<file path="config.mk">
export PLATFORM = sky130hd
export DESIGN_NAME = uart_rx
export DESIGN_NICKNAME = d
export VERILOG_FILES = /design/src/rtl/uart_rx.sv
export SDC_FILE = /design/constraint.sdc
export NUM_CORES = 1
export LEC_CHECK = 0
export ABC_CLOCK_PERIOD_IN_PS = 2700
export CAP_MARGIN = 15
export CORE_ASPECT_RATIO = 0.8
export CORE_MARGIN = 5
export CORE_UTILIZATION = 60
export CTS_BUF_LIST = sky130_fd_sc_hd__clkbuf_4 sky130_fd_sc_hd__clkbuf_8
export CTS_CLUSTER_SIZE = 10
export DETAILED_ROUTE_END_ITERATION = 12
export PLACE_DENSITY = 0.84
export SLEW_MARGIN = 20
export SYNTH_ARGS = -nofsm -noshare
export SYNTH_HDL_FRONTEND = slang
export SYNTH_SLANG_ARGS = --single-unit
</file>
<file path="constraint.sdc">
create_clock -name clk -period 2.7 [get_ports clk]
set_input_delay 0.675 -clock clk [delete_from_list [all_inputs] [get_ports clk]]
set_output_delay 0.675 -clock clk [all_outputs]
set_load 0.1 [all_outputs]
</file>
<file path="src/rtl/uart_rx.sv">
// UART receiver: 16x oversampled, mid-bit sampling, 8N1 frames with stop-bit error flag.
// rx is double-flopped before use; every output is a flop.
module uart_rx #(
  parameter int DATA_BITS = 8
) (
  input  logic                 clk,
  input  logic                 rst,
  input  logic                 tick,
  input  logic                 rx,
  output logic [DATA_BITS-1:0] o_rx_data,
  output logic                 o_rx_done,
  output logic                 o_frame_err,
  output logic                 o_rx_busy
);

  typedef enum logic [1:0] {
    IDLE,
    START,
    DATA,
    STOP
  } state_e;

  localparam logic [2:0] LAST_BIT = 3'(DATA_BITS - 1);
  localparam logic [3:0] MID_TICK = 4'd7;
  localparam logic [3:0] END_TICK = 4'd15;

  state_e               state_q;
  logic                 rx_meta_q;
  logic                 rx_s_q;
  logic [3:0]           tick_cnt_q;
  logic [2:0]           bit_cnt_q;
  logic [DATA_BITS-1:0] shift_q;

  // Synchronizer resets to the idle level so no false start follows reset release.
  always_ff @(posedge clk or negedge rst) begin
    if (!rst) begin
      rx_meta_q <= 1'b1;
      rx_s_q    <= 1'b1;
    end else begin
      rx_meta_q <= rx;
      rx_s_q    <= rx_meta_q;
    end
  end

  always_ff @(posedge clk or negedge rst) begin
    if (!rst) begin
      state_q     <= IDLE;
      tick_cnt_q  <= '0;
      bit_cnt_q   <= '0;
      shift_q     <= '0;
      o_rx_data   <= '0;
      o_rx_done   <= 1'b0;
      o_frame_err <= 1'b0;
      o_rx_busy   <= 1'b0;
    end else begin
      o_rx_done <= 1'b0;
      case (state_q)
        IDLE: begin
          if (!rx_s_q) begin
            state_q    <= START;
            tick_cnt_q <= '0;
            o_rx_busy  <= 1'b1;
          end
        end
        START: begin
          if (tick) begin
            if (tick_cnt_q == MID_TICK) begin
              if (!rx_s_q) begin
                state_q    <= DATA;
                tick_cnt_q <= '0;
                bit_cnt_q  <= '0;
              end else begin
                state_q   <= IDLE;
                o_rx_busy <= 1'b0;
              end
            end else begin
              tick_cnt_q <= tick_cnt_q + 4'd1;
            end
          end
        end
        DATA: begin
          if (tick) begin
            if (tick_cnt_q == END_TICK) begin
              shift_q    <= {rx_s_q, shift_q[DATA_BITS-1:1]};
              tick_cnt_q <= '0;
              if (bit_cnt_q == LAST_BIT) begin
                state_q <= STOP;
              end else begin
                bit_cnt_q <= bit_cnt_q + 3'd1;
              end
            end else begin
              tick_cnt_q <= tick_cnt_q + 4'd1;
            end
          end
        end
        STOP: begin
          if (tick) begin
            if (tick_cnt_q == END_TICK) begin
              o_rx_data   <= shift_q;
              o_frame_err <= ~rx_s_q;
              o_rx_done   <= 1'b1;
              o_rx_busy   <= 1'b0;
              state_q     <= IDLE;
            end else begin
              tick_cnt_q <= tick_cnt_q + 4'd1;
            end
          end
        end
        default: begin
          state_q   <= IDLE;
          o_rx_busy <= 1'b0;
        end
      endcase
    end
  end

endmodule

</file>
======== Word-level counts from Yosys, hierarchy flattened ========
Cells that the tools add are included.
storage, ports and cells
  register bits ........................... 30
  bits in latches ......................... 0
  bits in writable memories ............... 0
  ROM bits ................................ 0
  bits of input ports ..................... 4
  word-level logic and storage cells ...... 75
  memories ................................ 0
operators by class
  $add $sub $neg .......................... 2
  multiply operators ...................... 0
  divide/modulo/power cells ............... 0
  order comparisons ....................... 0
  equality and inequality tests ........... 18
  shift operators ......................... 0
  mux-type cells .......................... 35
  bitwise gates (word level) .............. 1
  reduce and logical (&&, ||, !) cells .... 9
operators by type and width
  kind                                                 count
  2-to-1 mux 4 bit                                     7
  inequality test 2 bit, second input constant         12
  2-to-1 mux 2 bit                                     9
  2-to-1 mux 3 bit                                     6
  one-hot mux 4 bit (4 select lines)                   1
  AND reduction 7 bit                                  2
  2-to-1 mux 1 bit                                     9
  one-hot mux 2 bit (4 select lines)                   1
  AND reduction 8 bit                                  1
  one-hot mux 3 bit (2 select lines)                   1
  AND reduction 3 bit                                  2
  adder 4 x 1 -> 4 bit, second input constant          1
  equality test 2 bit, second input constant           2
  equality test 4 x 3 -> 1 bit, second input constant  1
  equality test 4 bit, second input constant           1
  AND reduction 4 bit                                  1
  adder 3 x 1 -> 3 bit, second input constant          1
  equality test 3 bit, second input constant           1
  one-hot mux 1 bit (3 select lines)                   1
  nonzero test 3 bit                                   1
  equality test 2 x 1 -> 1 bit, second input constant  1
  zero test 2 bit                                      1
  nonzero test 2 bit                                   1
  inverter 1 bit                                       1

======== Logic depth before layout (Yosys ltp) ========
  word-level depth ........................ 5
  gate-level depth with buffers ........... 6
  depth with buffers taken out ............ 6

======== Worst setup path before layout ========
No wires, ideal clock.
  path kind ............................... register to register
  start ................................... register tick_cnt_q[0]
  end ..................................... register o_rx_data[0]
  setup time .............................. 0.126 ns
  arrival ................................. 1.500 ns
  setup slack ............................. 1.074 ns
  cell stages (with the launch flop) ...... 7
  cell sequence ........................... dfrtp_1 -> ha_1 -> buf_6 -> and4_4 -> and3_4 -> buf_8 -> mux2_4
on the way
  longest elaborated chain between the ends .. 2
ends and longest elaborated chain
  what                           line  RTL
  start: declaration             30    logic [3:0] tick_cnt_q;
  start signal: assignment       77    tick_cnt_q <= tick_cnt_q + 4'd1;
  start signal: assignment       92    tick_cnt_q <= tick_cnt_q + 4'd1;
  start signal: assignment       105   tick_cnt_q <= tick_cnt_q + 4'd1;
  equality test 4 bit            98    if (tick_cnt_q == END_TICK) begin
  AND reduction 3 bit (no line)  --
  end signal: assignment         99    o_rx_data <= shift_q;
  end: declaration               10    output logic [DATA_BITS-1:0] o_rx_data,
No other way between the ends.
A chain may end at the register's enable or synchronous reset.

======== Worst setup path after layout ========
  start ................................... input tick
  end ..................................... register tick_cnt_q[0]
on the way
  longest elaborated chain between the ends .. 2
ends and longest elaborated chain
  what                               line  RTL
  start: declaration                 8     input logic tick,
  inequality test 2 bit (no line)    --
  AND reduction 4 bit (no line) (*)  --
Mark *: on every way between the ends. The rest lies on a longest branch, timed or not.

==> impl_metrics.env <==
export IMPL_powerDensity_mw_per_mm2=828
export IMPL_min_delay_path_class="flop to flop"
export IMPL_cp_required_ns=2.91
export IMPL_use_met2_pct=25.9
export IMPL_drv_cap=0
export IMPL_gp_congestion=0.761
export IMPL_synth_top_cell_by_area="dfrtp_1"
export IMPL_worst_slew_pin_slew_ns=0.458
export IMPL_h_tree_depth=2
export IMPL_ys_async_sr_fraction_pct=100
export IMPL_fp_row_count=15
export IMPL_die_x_um=64.6
export IMPL_synth_area_leaders="dfrtp_1 49%, mux2_4 8.4%, mux2_2 7.9%"
export IMPL_die_y_um=53.7
export IMPL_cts_path_max_buffers=2
export IMPL_peakVddDrop_mv=0.507
export IMPL_drc=0
export IMPL_yosysWarnings=0
export IMPL_wl_per_cell_um=15.6
export IMPL_crit_path_start_kind="input port"
export IMPL_vias_per_cell=5.82
export IMPL_crit_path_cell_trace="clkdlybuf4s50_1 > nor2b_1 > nor3b_1 > o21ai_1 > mux2_2"
export IMPL_finalMaxSlewViolations=0
export IMPL_status="finished, final reports clean"
export IMPL_yosysTopAreaCellShare_pct=48.9
export IMPL_endpoint="tick_cnt_q[0]$_DFFE_PN0P_"
export IMPL_avgSynthCellArea_um2=12.8
export IMPL_synth_mux_area_share_pct=17.6
export IMPL_power_mw=1.31
export IMPL_cts_root_buf="clkbuf_4"
export IMPL_synth_top_family_by_area="multiplexers"
export IMPL_rr_startpoint="tick_cnt_q[0]$_DFFE_PN0P_"
export IMPL_rr_endpoint="shift_q[7]$_DFFE_PN0P_"
export IMPL_ys_types=37
export IMPL_layout_drive_gt1_share_pct=35.4
export IMPL_seqCellArea_um2=753
export IMPL_drt_total_wl_mm=2.37
export IMPL_overflow=0
export IMPL_synth_edf_count=0
export IMPL_numCtsBuffers=5
export IMPL_grt_total_usage_pct=16.8
export IMPL_cp_top_family="buffers and inverters"
export IMPL_start_util_pct=64.7
export IMPL_rsz0062_at_grt="no"
export IMPL_path_class="input port to flop"
export IMPL_synthToLayoutAreaGrowth_pct=10.4
export IMPL_cts_resized=0
export IMPL_fin_skew_ns=0.00707
export IMPL_hold_buffers=0
export IMPL_ant_nets=0
export IMPL_cts_setup_buffers=0
export IMPL_vias=884
export IMPL_drtPass1Iterations=4
export IMPL_cts_clk_slew_worst_paths_ns=0.09
export IMPL_rr_worst_depth=5
export IMPL_diodes=0
export IMPL_final_nets=133
export IMPL_clock_fmax_ghz=0.541
export IMPL_cp_depth=5
export IMPL_place_hpwl_mm=1.73
export IMPL_grt_pass1_vias=866
export IMPL_die_area_mm2=0.00347
export IMPL_synth_adder_area_share_pct=2.62
export IMPL_port_buffers=14
export IMPL_yosys_area_share_simple_pct=11.1
export IMPL_coreArea_mm2=0.00221
export IMPL_grt_pass1_wl_mm=4.22
export IMPL_multi_input_area_um2=606
export IMPL_p_leak_nw=0.766
export IMPL_min_period_ns=1.85
export IMPL_startpoint="tick"
export IMPL_synth_seq_area_share_pct=52.6
export IMPL_slew_limit_headroom_pct=69.4
export IMPL_ys_ff_latch=30
export IMPL_crit_slowest_cell="clkdlybuf4s50_1"
export IMPL_hold_viol_final=0
export IMPL_drtIter0Drc=37
export IMPL_fillers=152
export IMPL_clk_latency_ns=0.32
export IMPL_grt_max_degree=31
export IMPL_synthesis_area_mm2=0.00143
export IMPL_crit_path_max_incr_delay_ns=0.66
export IMPL_critPathMaxFanout=10
export IMPL_grt_busiest_layer="met2"
export IMPL_cts_sinks=30
export IMPL_arrival_ns=2.06
export IMPL_gr_usage_met3_pct=6.47
export IMPL_syn_nets=119
export IMPL_critical_path_buf_inv_count=1
export IMPL_timing_final_crit_share_pct=68.5
export IMPL_setup_viol=0
export IMPL_use_met1_pct=21.8
export IMPL_cts_tree="done"
export IMPL_antenna_found_initial=0
export IMPL_min_from="rx_meta_q$_DFF_PN1_"
export IMPL_r2r_setup_slack_ns=0.92
export IMPL_io_pins=15
export IMPL_ys_dominant_reg_cell="dfrtp_1"
export IMPL_end_kind="flop"
export IMPL_yosys_area_share_xor_xnor_pct=0.611
export IMPL_tns_ns=0
export IMPL_syn_instance_count=112
export IMPL_synth_compound_area_share_pct=10.3
## Yosys cell counts, types with 2 or more instances
| library cell | n |
|---|---|
| ha_1 | 3 |
| dfrtp_1 | 28 |
| o21ai_0 | 2 |
| mux2i_1 | 2 |
| nand3b_1 | 2 |
| nand2_1 | 4 |
| mux2_2 | 10 |
| dfstp_2 | 2 |
| nor2_1 | 8 |
| a21oi_1 | 5 |
| buf_6 | 2 |
| buf_2 | 2 |
| a22o_1 | 5 |
| nand3_1 | 3 |
| mux2_4 | 8 |
| buf_4 | 2 |
| nor3_1 | 3 |
| inv_1 | 2 |
## layout make-up
cell class / instances / share of cell area (%)
repair buffers: 15 / 7.59
clock inverters: 1 / 0.316
flip-flops and latches: 30 / 47.6
inverters: 2 / 0.475
well taps: 25 / 1.98
clock buffers: 7 / 3.72
multi-input cells: 72 / 38.3
## placed cells by master, fill, tap and decap left out, types with 2 or more instances in the layout
cell type	n
clkbuf_4	6
mux2_2	10
ha_1	3
nor2_1	8
mux2i_1	2
mux2_4	8
inv_1	2
o21ai_0	2
a22o_1	5
nor3_1	3
nand3b_1	2
nand3_1	3
a21oi_1	5
nand2_1	4
clkdlybuf4s50_1	3
dfrtp_1	28
dfstp_2	2
buf_4	12
## flip-flops by register name, indices dropped and copies added (netlist names), named ones only
name         flops
o_rx_data        8
shift_q          8
rx_s_q           1
state_q          1
rx_meta_q        1
o_frame_err      1
o_rx_busy        1
o_rx_done        1
tick_cnt_q       4
bit_cnt_q        3
## per-stage QoR
| step | hold WS (ns) | cells | setup slack, ns | instance area (µm²) | util, % |
|---|---|---|---|---|---|
| final | 0.363 | 152 | 0.851 | 1580 | 71.4 |
| after global routing | 0.369 | 152 | 0.775 | 1580 | 71.4 |
| after CTS | 0.362 | 152 | 0.864 | 1580 | 71.4 |
| after detailed placement | 0.349 | 144 | 0.519 | 1520 | 68.5 |
| after global placement | 0.347 | 144 | 0.552 | 1520 | 68.5 |
| after floorplan | 0.345 | 112 | 1.07 | 1430 | - |
## worst register-to-register path, delay by kind of cell (launching register included)
family / cells / cell delay [ns]
and+or+nand+nor: 3 / 0.61
DFF: 1 / 0.39
muxes: 1 / 0.37
adders and majority gates: 1 / 0.30
## worst min-delay path by stage
stage / end / slack [ns] / cells after the start
3_5_place_dp: rx_s_q$_DFF_PN1_ / 0.35 / 0
3_3_place_gp: rx_s_q$_DFF_PN1_ / 0.35 / 0
5_1_grt: rx_s_q$_DFF_PN1_ / 0.37 / 0
6_report: rx_s_q$_DFF_PN1_ / 0.36 / 0
2_1_floorplan: rx_s_q$_DFF_PN1_ / 0.35 / 0
4_1_cts: rx_s_q$_DFF_PN1_ / 0.36 / 0
## logic make-up (layout without fill, tap and decap cells)
family,after synthesis,in the layout
simple gates,28,28
flops,30,30
compound gates,20,20
fa+ha+maj,3,3
xor+xnor,1,1
mux,20,20
buf+inv,10,25
## routing by layer
metal  share of wire, %  wire length (µm)
met5                  0                 0
met4                1.3                31
met3                5.8               137
met2                 45              1080
met1                 47              1130
## report_power, final
group,switching [mW],internal (mW)
clock,0.149,0.136
combinational,0.245,0.166
sequential,0.104,0.509
Power figures use the tool's default switching activity.
